## src/rtl/reset_sequencer.sv

```systemverilog
// Multi-channel reset sequencer: synchronises release of the board reset, frees the
// channels one by one with a fixed gap, then offers per-channel pulses and full restarts.
module reset_sequencer #(
    parameter int STAGES      = 4,
    parameter int CHANNELS    = 4,
    parameter int RELEASE_GAP = 8,
    parameter int SOFT_CYCLES = 16
) (
    input  logic                clk,
    input  logic                rst_n,
    input  logic [CHANNELS-1:0] soft_req,
    input  logic                restart_req,
    output logic [CHANNELS-1:0] rst_out,
    output logic                done
);

    localparam int GW = $clog2(RELEASE_GAP + 1);
    localparam int SW = $clog2(SOFT_CYCLES + 1);
    localparam int IW = (CHANNELS > 1) ? $clog2(CHANNELS) : 1;

    localparam logic [GW-1:0] GAP_LOAD = GW'(RELEASE_GAP - 1);
    localparam logic [GW-1:0] GAP_ZERO = {GW{1'b0}};
    localparam logic [GW-1:0] GAP_ONE  = GW'(1);
    localparam logic [SW-1:0] SOFT_LOAD = SW'(SOFT_CYCLES);
    localparam logic [SW-1:0] SOFT_ZERO = {SW{1'b0}};
    localparam logic [SW-1:0] SOFT_ONE  = SW'(1);
    localparam logic [IW-1:0] IDX_ZERO = {IW{1'b0}};
    localparam logic [IW-1:0] IDX_ONE  = IW'(1);
    localparam logic [IW-1:0] IDX_LAST = IW'(CHANNELS - 1);

    typedef enum logic [1:0] {
        IDLE_SYNC = 2'd0,
        SEQ       = 2'd1,
        RUN       = 2'd2
    } state_t;

    state_t              state_r, state_s;
    logic [STAGES-1:0]   sync_r;
    logic                sync_ok_s;
    logic [GW-1:0]       gap_r, gap_s;
    logic [IW-1:0]       idx_r, idx_s;
    logic [SW-1:0]       soft_cnt_r [CHANNELS];
    logic [SW-1:0]       soft_cnt_s [CHANNELS];
    logic [CHANNELS-1:0] rst_out_r, rst_out_s;
    logic                done_r, done_s;
    logic                seq_step_s;

    assign sync_ok_s = sync_r[STAGES-1];
    assign rst_out   = rst_out_r;
    assign done      = done_r;

    // Release synchroniser: shifts ones in once rst_n is high.
    always_ff @(posedge clk or negedge rst_n) begin
        if (!rst_n) begin
            sync_r <= {STAGES{1'b0}};
        end else begin
            sync_r <= {sync_r[STAGES-2:0], 1'b1};
        end
    end

    // Next-state, release sequencing and soft-pulse logic.
    always_comb begin
        state_s    = state_r;
        gap_s      = gap_r;
        idx_s      = idx_r;
        rst_out_s  = rst_out_r;
        done_s     = 1'b0;
        soft_cnt_s = soft_cnt_r;
        // The edge that sees sync_ok already releases channel 0, so IDLE_SYNC
        // performs the first SEQ step itself (index and gap are zero there).
        seq_step_s = (state_r == SEQ) || ((state_r == IDLE_SYNC) && sync_ok_s);

        case (state_r)
            IDLE_SYNC, SEQ: begin
                if (seq_step_s) begin
                    if (gap_r == GAP_ZERO) begin
                        for (int c = 0; c < CHANNELS; c++) begin
                            if (idx_r == IW'(c)) begin
                                rst_out_s[c] = 1'b0;
                            end else begin
                                rst_out_s[c] = rst_out_r[c];
                            end
                        end
                        if (idx_r == IDX_LAST) begin
                            state_s = RUN;
                            done_s  = 1'b1;
                        end else begin
                            state_s = SEQ;
                            idx_s   = idx_r + IDX_ONE;
                            gap_s   = GAP_LOAD;
                        end
                    end else begin
                        state_s = SEQ;
                        gap_s   = gap_r - GAP_ONE;
                    end
                end else begin
                    state_s = state_r;
                end
            end
            RUN: begin
                if (restart_req) begin
                    state_s   = SEQ;
                    idx_s     = IDX_ZERO;
                    gap_s     = GAP_ZERO;
                    rst_out_s = {CHANNELS{1'b1}};
                    done_s    = 1'b0;
                    for (int c = 0; c < CHANNELS; c++) begin
                        soft_cnt_s[c] = SOFT_ZERO;
                    end
                end else begin
                    done_s = 1'b1;
                    for (int c = 0; c < CHANNELS; c++) begin
                        if (soft_req[c]) begin
                            soft_cnt_s[c] = SOFT_LOAD;
                            rst_out_s[c]  = 1'b1;
                        end else if (soft_cnt_r[c] != SOFT_ZERO) begin
                            soft_cnt_s[c] = soft_cnt_r[c] - SOFT_ONE;
                            if (soft_cnt_r[c] == SOFT_ONE) begin
                                rst_out_s[c] = 1'b0;
                            end else begin
                                rst_out_s[c] = rst_out_r[c];
                            end
                        end else begin
                            soft_cnt_s[c] = soft_cnt_r[c];
                        end
                    end
                end
            end
            default: begin
                state_s   = IDLE_SYNC;
                idx_s     = IDX_ZERO;
                gap_s     = GAP_ZERO;
                rst_out_s = {CHANNELS{1'b1}};
                done_s    = 1'b0;
                for (int c = 0; c < CHANNELS; c++) begin
                    soft_cnt_s[c] = SOFT_ZERO;
                end
            end
        endcase
    end

    // State and output registers; rst_n forces outputs asynchronously.
    always_ff @(posedge clk or negedge rst_n) begin
        if (!rst_n) begin
            state_r   <= IDLE_SYNC;
            gap_r     <= GAP_ZERO;
            idx_r     <= IDX_ZERO;
            rst_out_r <= {CHANNELS{1'b1}};
            done_r    <= 1'b0;
            for (int c = 0; c < CHANNELS; c++) begin
                soft_cnt_r[c] <= SOFT_ZERO;
            end
        end else begin
            state_r   <= state_s;
            gap_r     <= gap_s;
            idx_r     <= idx_s;
            rst_out_r <= rst_out_s;
            done_r    <= done_s;
            for (int c = 0; c < CHANNELS; c++) begin
                soft_cnt_r[c] <= soft_cnt_s[c];
            end
        end
    end

endmodule

```

## config.mk

```make
export PLATFORM = sky130hd
export DESIGN_NAME = reset_sequencer
export DESIGN_NICKNAME = d
export VERILOG_FILES = /design/src/rtl/reset_sequencer.sv
export SDC_FILE = /design/constraint.sdc
export NUM_CORES = 1
export LEC_CHECK = 0
export ABC_AREA = 1
export BUFFER_PORTS_ARGS = -buffer_cell sky130_fd_sc_hd__buf_2
export CAP_MARGIN = 20
export CELL_PAD_IN_SITES_DETAIL_PLACEMENT = 1
export CELL_PAD_IN_SITES_GLOBAL_PLACEMENT = 2
export CORE_ASPECT_RATIO = 1.2
export CORE_UTILIZATION = 25
export CTS_CLUSTER_DIAMETER = 60
export DETAILED_ROUTE_END_ITERATION = 10
export PLACE_DENSITY_LB_ADDON = 0.08
export REMOVE_ABC_BUFFERS = 1
export SYNTH_ARGS = -nofsm -noshare
export SYNTH_HDL_FRONTEND = slang
export SYNTH_SLANG_ARGS = --single-unit
```

## constraint.sdc

```tcl
create_clock -name clk -period 1.85 [get_ports clk]
set_clock_uncertainty 0.2 [all_clocks]
set_input_delay 0.37 -clock clk [delete_from_list [all_inputs] [get_ports clk]]
set_output_delay 0.37 -clock clk [all_outputs]
set_load 0.02 [all_outputs]
```

# [Yosys cells after proc, flatten, opt, wreduce, memory -nomap -nowiden]
# Cells that the tools add are included.
[totals] reg_bits=37 inputBits=7 out_inout_bits=5 word_cells=117
[op_classes] add_sub_neg=6 eq_ne=26 muxes=50 bitwise=1 reduce_logical=21
[op_table] operator="5-bit two-way mux" count=8
[op_table] operator="20-bit case mux with 2 select lines" count=1
[op_table] operator="4-bit inequality test (second input constant)" count=8
[op_table] operator="4-bit two-way mux" count=7
[op_table] operator="5-bit by 1-bit == test with 1-bit output (second input constant)" count=4
[op_table] operator="1-bit two-way mux" count=20
[op_table] operator="20-bit two-way mux" count=1
[op_table] operator="5-bit AND reduction" count=4
[op_table] operator="5-bit nonzero test" count=4
[op_table] operator="5-bit by 1-bit subtractor with 5-bit output (second input constant)" count=4
[op_table] operator="2-bit two-way mux" count=8
[op_table] operator="2-bit inequality test (second input constant)" count=8
[op_table] operator="4-bit case mux with 2 select lines" count=2
[op_table] operator="2-bit AND reduction" count=5
[op_table] operator="2-bit case mux with 2 select lines" count=2
[op_table] operator="2-bit == test (second input constant)" count=3
[op_table] operator="2-bit by 1-bit == test with 1-bit output (second input constant)" count=2
[op_table] operator="2-bit zero test" count=2
[op_table] operator="4-bit zero test" count=1
[op_table] operator="4-bit AND reduction" count=1
[op_table] operator="4-bit by 1-bit subtractor with 4-bit output (second input constant)" count=1
[op_table] operator="3-bit inequality test (second input constant)" count=1
[op_table] operator="3-bit AND reduction" count=1
[op_table] operator="2-bit by 1-bit adder with 2-bit output (second input constant)" count=1
[op_table] operator="5 further kinds" count=5

# [Logic depth before layout (Yosys ltp)]
# Gate-level depths: netlist of run 1.
[depth] depth_word=6 mapped_depth=9 ltp_nobuf=9

# [Worst setup path after synthesis of run 1]
# OpenSTA, ideal clock, no wires.
[synth_timing] path_type="register to register" startpoint="reg soft_cnt_r[15] in the netlist's numbering" endpoint="reg soft_cnt_r[18] in the netlist's numbering" setup_ns=0.117 t_arrival_ns=1.167 required_ns=1.533 path_slack_ns=0.366 path_stages_with_launch=9 path_buffers=0 period_less_slack_ns=1.484 path_cell_list="dfrtp_1 inv_1 ha_1 nand3_1 nor2_1 nor2_1 inv_1 nand2_1 nand2_1"
[synth_via] elab_chain_len=5 elab_cells_between_ends=8 cone_classes="add/sub (1); eq/ne (1); mux (4); reduce/logical (2)"
[synth_rtl] item="from (decl)" line_no="42" source="logic [SW-1:0] soft_cnt_r [CHANNELS];"
[synth_rtl] item="from (signal, indexed assignment)" line_no="160" source="soft_cnt_r[c] <= soft_cnt_s[c];"
[synth_rtl] item="5-bit by 1-bit subtractor with 5-bit output" line_no="117" source="soft_cnt_s[c] = soft_cnt_r[c] - SOFT_ONE;"
[synth_rtl] item="5-bit two-way mux" line_no="116" source="end else if (soft_cnt_r[c] != SOFT_ZERO) begin"
[synth_rtl] item="5-bit two-way mux" line_no="113" source="if (soft_req[c]) begin"
[synth_rtl] item="20-bit two-way mux" line_no="101" source="if (restart_req) begin"
[synth_rtl] item="20-bit case mux with 2 select lines" line_no="73" source="case (state_r)"
# Several ways; a longest one is shown, not always the timed one. The select of a mux whose other input is x is not followed.
# A chain may end at the register's enable or synchronous reset.

# [Worst setup path after layout of run 1]
# Ends and elaborated chain as after synthesis.

==> results of run 1 <==
metrics by stage:
stage	cell area, µm²	std cells	hold slack, ps	setup slack, ps	utilization
after global placement	2500	432	132.9	85.73	0.2903
after detailed placement	2500	432	144.3	52.27	0.2903
final	2640	441	158.2	187.7	0.3066
after floorplan	2211	294	-125.6	180.8	-
after global routing	2640	441	157.7	26.64	0.3066
after CTS	2630	441	157.0	30.27	0.3054
layout by cell type (no fill, tap or decap), types with 5 or more instances in the layout:
| master | n |
|---|---|
| o21ai_1 | 7 |
| ha_1 | 16 |
| inv_1 | 36 |
| o22ai_1 | 7 |
| o21ai_0 | 16 |
| nand2_2 | 8 |
| nand2_1 | 77 |
| clkbuf_8 | 6 |
| nand3_1 | 29 |
| or2_2 | 5 |
| dfrtp_1 | 33 |
| nor2_1 | 31 |
| buf_2 | 11 |
| buf_4 | 9 |
flip-flops by register name (all words and copies together), names as in the netlist:
register and cells:
rst_out 4, idx_r 2, sync_r 4, state_r 2, soft_cnt_r 20, gap_r 4
done 1
power by group through the flow:
stage	registers (mW)	clock network [mW]	logic, mW
floorplan	1.30	0	1.01
global placement	1.30	0	1.40
detailed placement	1.30	0	1.40
CTS	1.29	0.806	1.42
global route	1.32	0.832	1.65
finish	1.28	0.772	1.39
cell type report:
class	instances	area, µm²
fill	1086	5971
multi-input combinational	216	1134
sequential	37	930.9
inverter	41	156.4
timing repair buffer	22	152.6
tap	117	146.4
clock buffer	6	82.58
clock inverter	2	37.54
what timing repair did:
action                     in CTS  in global routing
buffers inserted                0                  0
hold endpoints to repair       33                  0
hold buffers                    1                  0
resized for setup               0                  3
setup endpoints to repair       0                  4
cells by family after synthesis:
family | after synthesis
xor gates and xnor gates | 2
buffers and inverters | 45
DFF | 37
AOI/OAI and AO/OA | 34
adders and majority gates | 16
other | 1
and+or+nand+nor | 163
worst max path at each step:
stage	slack, ps	start	end	cells after the start
floorplan	180	state_r[1]	soft_cnt_r[8]	7
global placement	90	soft_cnt_r[15]	soft_cnt_r[18]	8
detailed placement	50	soft_cnt_r[15]	soft_cnt_r[18]	8
CTS	30	soft_cnt_r[15]	soft_cnt_r[18]	8
global route	30	soft_cnt_r[15]	soft_cnt_r[17]	8
finish	190	soft_cnt_r[15]	soft_cnt_r[18]	8
layer usage:
layer | vias up | share of wire | GRT usage
met5 | - | 0 | 0
met3 | 7 | 0.015 | 0.02349
met1 | 891 | 0.47 | 0.1829
li1 | 986 | - | -
met2 | 13 | 0.50 | 0.2445
met4 | 0 | 0.014 | 0.04493
==> impl_metrics.yaml, run 1 <==
yosys:
  synth-simple-area-share: 0.3240
  synth_mux_area_frac: 0
  synth_top_family_by_area: "simple AND/OR/NAND/NOR gates"
  synth_area_leader_cell: "dfrtp_1"
  yosys_warnings: 0
  synthArstFlopShare: 1.000
  yosys-top-cells-count: "nand2_1 (78), inv_1 (36), dfrtp_1 (33)"
  syn_area_um2: 2232
  ys_types: 27
  syn_inst: 298
  synthTopCellsByArea: "dfrtp_1 (37%), nand2_1 (13%), ha_1 (9.0%), nand3_1 (6.7%), inv_1 (6.1%)"
  synth-edff-count: 0
  synth_compound_gate_area_share: 0.08016
  synth-xor-area-share: 0.007848
  avgSynthCellArea_um2: 7.490
  yosysMostFrequentCell: "nand2_1"
  synthAdderAreaFrac: 0.08969
  synthFlopType: "dfrtp_1"
  synth_top_cell_area_share: 0.3700
  synth_seq_area_share: 0.4170
  ys_ff_latch: 37
critical_path:
  critical_path.max_stage_delay_ps: 350
  path_cells: "inv_1, ha_1, nand3_1, nor2_1, nor2_2, inv_1, nand2_1, nand2_1"
  reg2reg_depth: 8
  critical_path_arrival_ps: 1660
  worst-path-buf-inv: 2
  reg2reg_slack_ps: 190
  path_max_fanout: 5
  r2r_end: "soft_cnt_r[18]"
  critPathCaptureType: "flop"
  worstSetupPathType: "flop to flop"
  startpoint_type: "flop"
  crit_path_top_delay_cell: "dfrtp_1"
  cp_top_family: "simple AND/OR/NAND/NOR gates"
  critPathRequiredTime_ps: 1840
  worstReg2RegStart: "soft_cnt_r[15]"
power_and_ir_drop:
  switching_share: 0.4013
  ir_worst_vdd_v: 0.0003948
  powerDensity_nw_per_um2: 1305
  switchingPower_mw: 1.382
  design_power_total_mw: 3.444
  p_clk_frac: 0.224
  p_leak_nw: 1.328
  power.internal_mw: 2.062
  p_seq_frac: 0.371
  comb_power_share: 0.405
sta:
  finalCritPeriodShare: 0.8985
  setup_viol: 0
  report.final.slew_viol_count: 0
  period_needed_ps: 1662
  rsz0062_at_grt: "no"
  finalHoldViolCount: 0
  tns_ps: 0
  fmax_ghz: 0.6016
run:
  cap_violations: 0
clock_tree:
  insertion_delay_ps: 300
  cts_made_buffers: 5
  clock_path_buffers: 2
  clkTransAtPathRegs_ps: 80
  htreeDepth: 2
  cts-root-buf: "clkbuf_8"
  tritoncts: "done"
  cts.sinks: 37
die:
  die_h_um: 105.5
  fp.coreArea_um2: 8611
  row_count: 37
  ios: 12
  die-area_um2: 9312
  die_x_um: 88.26
  initial_core_util: 0.2592
detailed_routing:
  vias: 1897
  drt_iter0_drc: 54
  drtAntennaViolNets: 0
  routedWlPerCell_um: 13.47
  drcViolationCount: 0
  vias_per_cell: 4.302
  first_pass_iters: 4
  drt-total-wl_um: 5940
hold_path:
  holdPathEnd: "sync_r[2]"
  hold_path.startpoint: "sync_r[1]"
  min_path_type: "flop to flop"
  hold_depth: 0
grt:
  antenna_found_initial: 0
  grt_pass1_vias: 2024
  grt_overflow_total: 0
  grt_max_degree: 38
  grtUsageTotal: 0.1438
  grt_pass1_wl_um: 10190
cells_and_area:
  syn2layout_area_growth_pct: 18.27
  drive_above_1_share: 0.1790
  final_nets: 346
  n_antenna_cell: 0
placed_design:
  dpl.hpwl_um: 4468
  gp_congestion: 0.7566
  port-buffer-count: 11
status:
  outcome: "complete, no violations"
(Power assumes the default switching activity.)
==> run 2: changes to the inputs <==
clock period = 1.9 ns   (was 1.85 ns; I/O delays follow)
==> impl_metrics.yaml, run 2 (synthesis results as in run 1) <==
status:
  outcome: "complete, no violations"
critical_path:
  cp-startpoint: "gap_r[0]"
  critPathRequiredTime_ps: 1920
  worstSetupPathType: "flop to flop"
  startpoint_type: "flop"
  reg2reg_depth: 7
  critPathCaptureType: "flop"
  reg2reg_slack_ps: 190
  critical_path_arrival_ps: 1730
  path_max_fanout: 5
  r2r_end: "rst_out[1]"
  cp-endpoint: "rst_out[1]"
  worstReg2RegStart: "gap_r[0]"
die:
  die_x_um: 88.26
  fp.coreArea_um2: 8611
  row_count: 37
  ios: 12
  die_h_um: 105.5
  initial_core_util: 0.2592
  die-area_um2: 9312
cells_and_area:
  nFillCells: 1070
  fin_area_um2: 2581
  fin_util: 0.2998
  n_antenna_cell: 0
  largest_reg_flops: 20
  most-common-layout-cells: "nand2_1 (78), inv_1 (36), dfrtp_1 (33), nor2_1 (31), nand3_1 (30)"
  syn2layout_area_growth_pct: 15.64
  regMostFlops: "soft_cnt_r"
  final_nets: 343
  final_common_cell: "nand2_1"
  drive_above_1_share: 0.1594
detailed_routing:
  drt-total-wl_um: 5839
  vias_per_cell: 4.336
  vias: 1895
  first_pass_iters: 4
  drt_iter0_drc: 52
  drtAntennaViolNets: 0
  drcViolationCount: 0
  routedWlPerCell_um: 13.36
sta:
  finalHoldViolCount: 0
  fmax_ghz: 0.5852
  holdWs_ps: 154.1
  report.final.slew_viol_count: 0
  finalCritPeriodShare: 0.8994
  setup_viol: 0
  period_needed_ps: 1709
clock_tree:
  cts.sinks: 37
  tritoncts: "done"
  cts_setup_buffers: 0
  insertion_delay_ps: 290
  htreeDepth: 2
  clkTransAtPathRegs_ps: 80
  clock_path_buffers: 2
  cts-root-buf: "clkbuf_8"
  cts_made_buffers: 5
grt:
  grtUsageTotal: 0.1445
  grt_overflow_total: 0
  grt_pass1_vias: 2062
  grt_pass1_wl_um: 10290
  grt_max_degree: 28
  antenna_found_initial: 0
placed_design:
  port-buffer-count: 11
  dpl_cell_area_um2: 2477
  dpl.hpwl_um: 4559
  gp_congestion: 0.7435
power_and_ir_drop:
  p_leak_nw: 1.302
  ir_worst_vdd_v: 0.0002729
  powerDensity_nw_per_um2: 1238
hold_path:
  min_path_type: "flop to flop"
run:
  cap_violations: 0
[run 2: critical path: stages (launching register included)]
cell and delay, ps:
dfrtp_1 360, inv_1 130, ha_1 210, nand3_1 180
nand2_1 190, nand3_1 120, o21ai_0 180, nand2_1 70
[run 2: report_power, final]
part	total (mW)	internal (mW)	switching, mW
logic	1.36	0.516	0.845
registers	1.24	1.06	0.189
clock network	0.589	0.289	0.300
[run 2: what timing repair did]
item                                    4_1_cts  5_1_grt
gates resized for setup                       0        2
endpoints found under the setup margin        0        2
hold buffers                                  1        0
hold endpoints to repair                      8        0
[run 2: worst min path at each step]
stage / cells after the start / startpoint / to / slack [ps]
after floorplan: 0 / rst_n / done / -120
after global placement: 1 / rst_n / soft_cnt_r[19] / 90
after detailed placement: 1 / rst_n / soft_cnt_r[19] / 90
after CTS: 0 / sync_r[1] / sync_r[2] / 160
after global routing: 0 / sync_r[1] / sync_r[2] / 160
final: 0 / sync_r[1] / sync_r[2] / 150
[run 2: cell type report]
| type | count | area (µm²) | share of cell area |
|---|---|---|---|
| clock buffer | 7 | 86.33 | 0.03345 |
| timing repair buffer | 19 | 130.1 | 0.05041 |
| sequential | 37 | 930.9 | 0.3606 |
| inverter | 41 | 156.4 | 0.06059 |
| tap | 117 | 146.4 | 0.05671 |
| multi-input combinational | 216 | 1131 | 0.4382 |
[run 2: metrics by stage]
step	setup TNS, ps	instances	worst slack, ps	power [mW]
global placement	0	429	85.29	2.681
floorplan	0	294	230.8	2.253
global route	-1.544	437	-1.544	3.560
CTS	0	437	84.51	3.275
detailed placement	0	429	99.24	2.654
finish	0	437	191.1	3.195
[run 2: metal layers]
metal  global-route usage  vias up  wire length [µm]
li1                     -      984                 -
met1               0.1906      886              2831
met2               0.2346       17              2813
met3              0.02819        8                97
met4              0.04608        0                97
met5                    0        -                 0
